--- config.mk ---
export PLATFORM = sky130hd
export DESIGN_NAME = gpr_wb_arbiter
export DESIGN_NICKNAME = d
export VERILOG_FILES = /design/src/rtl/gpr_wb_arbiter.sv
export SDC_FILE = /design/constraint.sdc
export NUM_CORES = 1
export LEC_CHECK = 0
export CAP_MARGIN = 15
export CORE_MARGIN = 2
export CORE_UTILIZATION = 37
export CTS_CLUSTER_DIAMETER = 40
export CTS_CLUSTER_SIZE = 40
export DETAILED_ROUTE_END_ITERATION = 6
export GPL_ROUTABILITY_DRIVEN = 0
export PLACE_DENSITY = 0.81
export SYNTH_ARGS = -nofsm -noshare
export SYNTH_HDL_FRONTEND = slang
export SYNTH_SLANG_ARGS = --single-unit
--- constraint.sdc ---
create_clock -name clk -period 2.84 [get_ports clk]
set_clock_uncertainty 0.2 [all_clocks]
set_input_delay 0.71 -clock clk [delete_from_list [all_inputs] [get_ports clk]]
set_output_delay 0.71 -clock clk [all_outputs]
set_load 0.01 [all_outputs]
--- src/rtl/gpr_wb_arbiter.sv ---
// rtl/gpr_wb_arbiter.sv - GPR write-back arbiter (ALU/LSU/MUL -> one write port), optional GPR_WB_SCOREBOARD_EN busy scoreboard
module gpr_wb_arbiter #(
  parameter int STARVE_LIMIT = 4
) (
  input  logic        clk,
  input  logic        rst_n,
  input  logic        alu_valid,
  output logic        alu_ready,
  input  logic [4:0]  alu_rd,
  input  logic [31:0] alu_data,
  input  logic        lsu_valid,
  output logic        lsu_ready,
  input  logic [4:0]  lsu_rd,
  input  logic [31:0] lsu_data,
  input  logic        mul_valid,
  output logic        mul_ready,
  input  logic [4:0]  mul_rd,
  input  logic [31:0] mul_data,
  output logic [4:0]  wb_rd,
  output logic [31:0] wb_data,
  output logic        wb_we,
  input  logic        iss_valid,
  input  logic [4:0]  iss_rd,
  output logic [31:0] busy
);

  localparam int CW = $clog2(STARVE_LIMIT + 1);
  localparam logic [CW-1:0] LIMIT = CW'(STARVE_LIMIT);

  logic [CW-1:0] lsu_cnt;
  logic [CW-1:0] mul_cnt;
  logic          lsu_starved;
  logic          mul_starved;
  logic          gnt_alu;
  logic          gnt_lsu;
  logic          gnt_mul;
  logic          accept;
  logic [4:0]    sel_rd;
  logic [31:0]   sel_data;

  // Grant selection: starved LSU, starved MUL, then fixed ALU > LSU > MUL; nothing while in reset
  always_comb begin
    gnt_alu     = 1'b0;
    gnt_lsu     = 1'b0;
    gnt_mul     = 1'b0;
    lsu_starved = lsu_valid && (lsu_cnt == LIMIT);
    mul_starved = mul_valid && (mul_cnt == LIMIT);
    if (rst_n) begin
      if (lsu_starved)      gnt_lsu = 1'b1;
      else if (mul_starved) gnt_mul = 1'b1;
      else if (alu_valid)   gnt_alu = 1'b1;
      else if (lsu_valid)   gnt_lsu = 1'b1;
      else if (mul_valid)   gnt_mul = 1'b1;
    end
  end

  assign alu_ready = gnt_alu;
  assign lsu_ready = gnt_lsu;
  assign mul_ready = gnt_mul;
  assign accept    = gnt_alu | gnt_lsu | gnt_mul;

  // Route the granted source's destination and result toward the output register
  always_comb begin
    sel_rd   = alu_rd;
    sel_data = alu_data;
    if (gnt_lsu) begin
      sel_rd   = lsu_rd;
      sel_data = lsu_data;
    end else if (gnt_mul) begin
      sel_rd   = mul_rd;
      sel_data = mul_data;
    end
  end

  // Aging counters: count lost cycles, saturate at the limit, clear on accept or when idle
  always_ff @(posedge clk or negedge rst_n) begin
    if (!rst_n) begin
      lsu_cnt <= '0;
      mul_cnt <= '0;
    end else begin
      if (!lsu_valid || gnt_lsu)  lsu_cnt <= '0;
      else if (lsu_cnt != LIMIT)  lsu_cnt <= lsu_cnt + CW'(1);
      if (!mul_valid || gnt_mul)  mul_cnt <= '0;
      else if (mul_cnt != LIMIT)  mul_cnt <= mul_cnt + CW'(1);
    end
  end

  // Write port register: one-cycle pulse per accepted result, x0 writes suppressed
  always_ff @(posedge clk or negedge rst_n) begin
    if (!rst_n) begin
      wb_we   <= 1'b0;
      wb_rd   <= '0;
      wb_data <= '0;
    end else begin
      wb_we <= accept && (sel_rd != 5'd0);
      if (accept) begin
        wb_rd   <= sel_rd;
        wb_data <= sel_data;
      end
    end
  end

`ifdef GPR_WB_SCOREBOARD_EN
  logic [31:1] busy_q;

  // Busy bits: set on issue, clear on write-back; a same-edge issue wins over the clear
  always_ff @(posedge clk or negedge rst_n) begin
    if (!rst_n) begin
      busy_q <= '0;
    end else begin
      for (int i = 1; i < 32; i++) begin
        busy_q[i] <= (busy_q[i] && !(wb_we && (wb_rd == 5'(i))))
                     || (iss_valid && (iss_rd == 5'(i)));
      end
    end
  end

  assign busy = {busy_q, 1'b0};
`else
  logic unused_iss;
  assign unused_iss = ^{iss_valid, iss_rd};
  assign busy       = '0;
`endif

endmodule
[Word-level counts from Yosys, hierarchy flattened]
Cells that the tools add are included.
Storage, ports and cells
  register bits after elaboration: 44
  latch bits: 0
  RAM bits: 0
  bits in read-only memories: 0
  output and inout port bits: 73
  memories: 0
Cells by class
  add/sub/neg operators: 2
  multiply operators: 0
  divide/modulo/power cells: 0
  $lt $le $gt $ge: 0
  equal/unequal tests: 4
  shifts and indexed selects: 0
  multiplexer cells: 23
  bitwise operators: 2
  reduce and logical (&&, ||, !) cells: 10
Operator list (count)
  2-to-1 mux 32 bit: 2
  2-to-1 mux 1 bit: 15
  2-to-1 mux 3 bit: 4
  2-to-1 mux 5 bit: 2
  adder 3 x 1 -> 3 bit (second input constant): 2
  == test 3 bit (second input constant): 2
  inequality test 3 bit (second input constant): 2
  nonzero test 5 bit: 1
  nonzero test 2 bit: 2
  logical AND 1 bit: 3
  logical NOT 1 bit: 2
  logical OR 1 bit: 2
  bitwise OR 1 bit: 2

[Longest topological paths before layout]
Gate-level depths: netlist (run 1).
  depth in word-level cells: 10
  gate-level depth with buffers: 10

[Worst setup path before layout (run 1)]
No wires, ideal clock.
  path kind: register to output
  start: register lsu_cnt[0]
  end: output port mul_ready
  data arrival time: 1505 ps
  data required time: 1930 ps
  setup slack: 425 ps
  cell stages (with the launch flop): 10
  path buffers: 3
  cells stage by stage: dfrtp_1 > inv_1 > ha_1 > and2_1 > buf_6 > o22ai_4 > buf_6 > nand2_4 > buf_6 > inv_1
On the way
  word-level cells in the longest chain between the ends: 4
Ends and longest elaborated chain
  start: declaration: line 30  | logic [CW-1:0] lsu_cnt;
  start signal: assignment: line 82  | else if (lsu_cnt != LIMIT) lsu_cnt <= lsu_cnt + CW'(1);
  == test 3 bit: line 46  | lsu_starved = lsu_valid && (lsu_cnt == LIMIT);
  logical AND 1 bit: line 46
  2-to-1 mux 1 bit: line 49  | if (lsu_starved) gnt_lsu = 1'b1;
  2-to-1 mux 1 bit: line 48  | if (rst_n) begin
  end: declaration: line 16  | output logic mul_ready,
No other way between the ends.

[Worst setup path in the final report (run 1)]
Same ends and word-level chain as after synthesis.

==> results of run 1 <==
[critical path: cells and delay by family, from the launching register on]
family                   cells  cell delay (ns)
AND/OR/NAND/NOR              2             0.32
flip-flops                   1             0.36
buffers and inverters        3             0.40
adder cells (fa/ha/maj)      1             0.22
AO/OA/AOI/OAI                1             0.22
[worst paths after layout]
check	end	depth (start not counted)
worst max-delay path	mul_ready	7
worst min register to register	wb_data[8]	2
min in group clk	wb_data[8]	2
worst max register to register	wb_we	9
max in group asynchronous	wb_data[26]	2
worst min-delay path	wb_data[28]	2
[Yosys cell counts (all sizes together)]
cell	instances	area share (%)
xnor2	2	0.56
ha	4	1.6
nand2	47	6.0
nor3	6	0.97
nor2	42	5.1
inv	6	0.72
conb	1	0.12
a31oi	7	1.4
a21oi	1	0.16
a211oi	35	13
nand3	3	0.48
nor2b	1	0.20
o22ai	1	0.64
o21ai	5	0.80
o31ai	36	10
a21boi	1	0.36
clkbuf	10	1.2
and3	35	7.0
o2bb2ai	2	0.56
o22a	1	0.28
and2	2	0.40
o211ai	1	0.40
buf	51	12
dfrtp	44	35
[kinds of logic after synthesis]
kind of cell / Yosys count
other: 1
flip-flops: 44
buffers and inverters: 67
AND/OR/NAND/NOR: 136
XOR/XNOR: 2
AO/OA/AOI/OAI: 90
adder cells (fa/ha/maj): 4
[area by class of cell]
type | count | area share (%)
inverters | 6 | 0.471
well taps | 105 | 2.75
flip-flops and latches | 44 | 23.0
repair buffers | 169 | 35.1
clock inverters | 2 | 0.812
multi-input cells | 264 | 36.1
clock buffers | 6 | 1.73
[cells in the final DEF, fill, tap and decap left out, types with 6 or more instances in the layout]
cell type / count
a211oi_1: 6
a211oi_2: 29
a31oi_1: 6
and3_1: 35
buf_4: 11
clkbuf_8: 6
clkdlybuf4s50_1: 149
conb_1: 32
dfrtp_1: 44
nand2_1: 45
nor2_1: 42
nor3_1: 6
o31ai_1: 25
o31ai_2: 10
[through the flow]
step	cell area, µm²	cells	total power [µW]	setup TNS (ns)
final	4780	596	1990	0
after global routing	4780	596	2100	0
after CTS	4770	596	2010	0
after detailed placement	4640	588	1480	-0.996
after global placement	4640	588	1460	-0.743
after floorplan	3230	375	1110	0
[power by group]
part	internal, µW	switching (µW)
Combinational	395	315
Sequential	710	46.6
Clock	288	236
Total	1390	597
[layer usage]
layer	share of wire [%]	vias up	GRT usage [%]	wire (µm)
met5	0	-	0	0
met4	1.5	0	5.71	136
met3	7.9	12	3.99	735
met2	51	134	36.2	4760
met1	40	1445	23.3	3690
li1	-	1451	-	-
[sequential cells by signal (all words and copies together) (netlist names)]
register	flops
lsu_cnt	3
wb_data	32
wb_rd	5
wb_we	1
mul_cnt	3
[repair_timing]
action                     in CTS  in global routing
gates resized for setup         7                  3
setup buffers                   0                  0
hold buffers                    0                  0
pin swaps                       1                  0
setup endpoints to repair       3                  3
==> metrics.md, run 1 <==
| Metric | Value |
|---|---|
| Status | `finished, final reports clean` |
| Ys Warns | `0` |
| Synth Area in Adders | `between 1.5 and 2%` |
| Crit-path max cell delay | `between 0.3 and 0.4 ns` |
| Leak pwr | `0.00211 µW` |
| Boundary Pins | `around 200` |
| Sequential cell area | `1100 µm²` |
| Relative slew slack | `roughly 60%` |
| Crit end category | `output pin` |
| Max Root-Sink Buffers | `2` |
| Average size of a mapped cell | `roughly 9.0 µm²` |
| Per-cell routed wire length | `15.6 µm` |
| Post-synthesis register bit count | `44` |
| CTS H-Tree Depth | `2` |
| Critical-path cell list | `inv_1 > ha_1 > and2_2 > o22ai_4 > nand2_4 > inv_1 > dlygate4sd2_1` |
| Vert. Die Dim | `around 96 µm` |
| CP max stage cell | `dfrtp_1` |
| GRT Total Usage | `about a fifth` |
| First-pass GRT wire length | `~14 mm` |
| Vias | `between 3000 and 4000` |
| Grt ovf | `0` |
| 1st-iter DRT viols | `roughly 110` |
| Mapped Area | `3110 µm²` |
| Initial antenna violation count | `0` |
| Slew @ Worst Pin | `between 0.5 and 0.6 ns` |
| Pre-CTS WS | `-0.270 ns` |
| Die area | `9160 µm²` |
| Die X | `95.7 µm` |
| Pwr per Cell Area | `about 420 nW/µm²` |
| XOR/XNOR share of the synthesized area | `less than 1%` |
| Area delta synth->final | `53.6%` |
| Final Hold Vio Count | `0` |
| CP dominant cell by count | `inv_1` |
| Simple-gate share of the synthesized area | `between 20% and 30%` |
| Vias in the first global route | `approximately 3000` |
| CTS tree | `yes` |
| Multi-input gate area in the final layout | `between 1500 and 2000 µm²` |
| Residual DRC count | `0` |
| Post-synthesis cell count | `about 340` |
| Reg2reg start | `lsu_cnt[0]` |
| Synth cell types | `32` |
| IO Port Bufs | `~160` |
| Antenna diode count | `0` |
| Setup slack after layout | `0.108 ns` |
| Worst-path clk slew | `0.10 ns` |
| CTS Buf Count | `5` |
| Core Region | `between 8000 and 9000 µm²` |
| Root Buffer | `clkbuf_8` |
| Setup CP Type | `reg2out` |
| DPL Wire Length | `~6.7 mm` |
| Finished Core Util | `58.4%` |
| Net count, final | `slightly above 600` |
| Post-synthesis sequential area ratio | `35.4%` |
| Compound-gate portion of the synthesized area | `between 20% and 30%` |
| Main combinational cell family by area after synthesis | `compound AO/OA/AOI/OAI gates` |
| Share of layout cells above drive strength 1 | `around 14%` |
| Final setup vio count | `0` |
| Final ANT Viol Nets | `0` |
| Tmin final | `between 2 and 3 ns` |
| Maximum clock frequency | `around 370 MHz` |
| Clock latency on the worst-skew pair | `roughly 0.30 ns` |
| Sink Count | `44` |
| Drt total wl | `~9.3 mm` |
| Standard-cell rows | `33` |
| WHS | `just over 0.2 ns` |
| Initial Util | `between 30% and 40%` |
| Hold crit path type | `in2async` |
| Peak supply drop | `~180 µV` |
| Detail-routed via count per cell | `roughly 5.1` |
| Worst Path Required | `slightly below 2 ns` |
| Period utilisation layout | `96.2%` |
| Pin count of the biggest net entering global routing | `between 40 and 50` |
| Arr. time, crit path | `roughly 1.8 ns` |
| Filler Cells Inserted | `717` |
| Max FO, Critical Path | `5` |
| Fin. max-slew vios | `0` |
| Crit start category | `flop` |
| Unrepaired setup endpoints after global routing | `no` |
| Worst setup startpoint | `lsu_cnt[0]` |
| First drt pass iteration count | `4` |
| Post-synthesis mux area share | `0%` |
| MaxCap Viol Count | `0` |
| R2R setup slack | `approximately 0.45 ns` |
(Power assumes the default switching activity.)
==> inputs of run 2 (changes only) <==
clock period = 3.1 ns   (was 2.84 ns; I/O delays follow)
==> run 2 against run 1 <==
- sequential power down 8.5%
- non-clock buffer count down 2
- cell count down 0.34%
- register-to-register slack better by 0.20 ns
- sequential share of layout area up 0.28 points
- first-iteration DRC count up 6.1%
- via count down 1.4%
==> metrics.md, run 2 (synthesis results as in run 1) <==
| Metric | Value |
|---|---|
| Worst Path Required | `2.12 ns (+0.19 ns)` |
| Sequential cell area | `1100 µm² (unchanged)` |
| Finished Core Util | `57.7% (-0.70 points)` |
| Leading cell type in the layout, fill and taps excluded | `clkdlybuf4s50_1` |
| Standard-cell rows | `33 (unchanged)` |
| Sink Count | `44 (unchanged)` |
| Clock latency on the worst-skew pair | `0.29 ns (about the same)` |
| Share of layout cells above drive strength 1 | `13.9% (-0.55 points)` |
| Antenna diode count | `0 (unchanged)` |
| Vert. Die Dim | `95.7 µm (unchanged)` |
| Boundary Pins | `195 (unchanged)` |
| Die area | `9160 µm² (unchanged)` |
| CTS H-Tree Depth | `2 (unchanged)` |
| Grt ovf | `0 (unchanged)` |
| Max FO, Critical Path | `4 (-1)` |
| Maximum clock frequency | `338 MHz` |
| Placed insts | `586 (-0.34%)` |
| Slew @ Worst Pin | `0.611 ns (+0.0152 ns)` |
| Arr. time, crit path | `1.99 ns (+0.17 ns)` |
| Final Hold Vio Count | `0 (unchanged)` |
| DPL Wire Length | `6.72 mm (about the same)` |
| Period utilisation layout | `a little over nine tenths` |
| Fin. max-slew vios | `0 (unchanged)` |
| Critical-path cell list | `clkdlybuf4s50_1 > a31oi_2 > o211ai_4 > inv_2 > dlygate4sd2_1` |
| Pin count of the biggest net entering global routing | `45 (unchanged)` |
| Setup CP Type | `in2out` |
| GRT Total Usage | `19.8% (+0.049 points)` |
| Largest regs | `wb_data: 32 flops, wb_rd: 5 flops` |
| Initial Util | `38.1% (unchanged)` |
| 1st-iter DRT viols | `121 (+6.1%)` |
| Placed inst area | `4620 µm² (-0.59%)` |
| WHS | `0.235 ns (+0.0328 ns)` |
| Max Root-Sink Buffers | `2 (unchanged)` |
| Commonest non-fill, non-tap cells in the layout | `clkdlybuf4s50_1, nand2_1, dfrtp_1` |
| Fin cells | `594 (-0.34%)` |
| CP delay by family, top | `buffers and inverters` |
| Pwr per Cell Area | `364 nW/µm² (-13%)` |
| Crit end category | `output pin` |
| Root Buffer | `clkbuf_8` |
| Vias in the first global route | `2971 (-0.13%)` |
| Crit-path max cell delay | `0.53 ns (+0.17 ns)` |
| Hold crit path type | `in2async` |
| CTS Buf Count | `5 (unchanged)` |
| First-pass GRT wire length | `14.3 mm (+0.20%)` |
| Detail-routed via count per cell | `5.05 (-1.1%)` |
| CP max stage cell | `clkdlybuf4s50_1` |
| MaxCap Viol Count | `0 (unchanged)` |
| First drt pass iteration count | `4 (unchanged)` |
| Core Region | `8180 µm² (unchanged)` |
| Relative slew slack | `59.2% (-1.0 points)` |
| Largest Register | `wb_data` |
| Final setup vio count | `0 (unchanged)` |
| Leak pwr | `0.00209 µW (-1.0%)` |
| Residual DRC count | `0 (unchanged)` |
| Vias | `2999 (-1.4%)` |
| Per-cell routed wire length | `15.8 µm (+1.3%)` |
| Peak supply drop | `166 µV (-10%)` |
| Design area | `4720 µm² (-1.2%)` |
| Cts hold-fix bufs | `0 (unchanged)` |
| Max reg flops | `32 (unchanged)` |
| Die X | `95.7 µm (unchanged)` |
| Multi-input gate area in the final layout | `1720 µm² (-0.15%)` |
| Tmin final | `around 3.0 ns` |
| Final ANT Viol Nets | `0 (unchanged)` |
| CTS tree | `yes` |
| Worst-path clk slew | `0.08 ns (-0.02 ns)` |
| Net count, final | `614 (-0.32%)` |
| Drt total wl | `9.40 mm (+0.92%)` |
| Area delta synth->final | `51.7%` |
| Unrepaired setup endpoints after global routing | `no` |
| Worst Path Buf+Inv | `3 (unchanged)` |
| Status | `finished, final reports clean` |
| Initial antenna violation count | `0 (unchanged)` |
| Crit start category | `input port` |
| Filler Cells Inserted | `743 (+3.6%)` |
| IO Port Bufs | `156 (unchanged)` |
==> run 2: changes by cell type in the layout (fill, tap and decap cells not counted), sizes merged <==
cell	before	now
bufinv	1	0
buf	14	12
clkinv	1	2
clkdlybuf4s50	149	150
dlygate4sd2	5	4
==> run 2: repair_timing <==
item | CTS | global route
cloned | 0 | 0
setup endpoints to repair | 3 | 1
gates resized for setup | 6 | 2
buffers inserted | 0 | 0
==> run 2: path summary, 6_finish.rpt <==
kind / start / slack, ns / to / cells after the start
setup / recovery: mul_valid / 0.14 / lsu_ready / 5
hold / removal: rst_n / 0.24 / wb_data[28] / 2
setup reg to reg: mul_cnt[0] / 0.65 / wb_we / 9
hold reg to reg: wb_data[8] / 0.28 / wb_data[8] / 2
max in group asynchronous: rst_n / 1.89 / wb_data[10] / 2
min in group clk: wb_data[8] / 0.28 / wb_data[8] / 2
==> run 2: metrics by stage <==
step | total power (µW) | setup TNS (ns) | setup slack, ns
final | 1720 | 0 | 0.138
after floorplan | 1020 | 0 | 0.574
after detailed placement | 1350 | -0.462 | -0.214
after CTS | 1740 | 0 | 0.00116
after global routing | 1820 | 0 | 0.0707
after global placement | 1330 | -0.453 | -0.207
==> run 2: power by group <==
part           internal (µW)  switching, µW
clock                    178            203
sequential               651           42.5
combinational            357            287
==> run 2: cell type report <==
| type | instances | share of cell area [%] |
|---|---|---|
| Tap cell | 105 | 2.78 |
| Timing Repair Buffer | 167 | 34.9 |
| Multi-Input combinational cell | 264 | 36.5 |
| Clock inverter | 2 | 0.212 |
| Sequential cell | 44 | 23.3 |
| Inverter | 6 | 0.477 |
| Clock buffer | 6 | 1.75 |
==> run 2: layer usage <==
layer	up-vias	share of wire [%]	global-route usage [%]
met1	1407	41	24.1
met3	10	8.0	3.99
met2	132	50	35.5
met5	-	0	0
met4	0	1.4	5.71
li1	1450	-	-
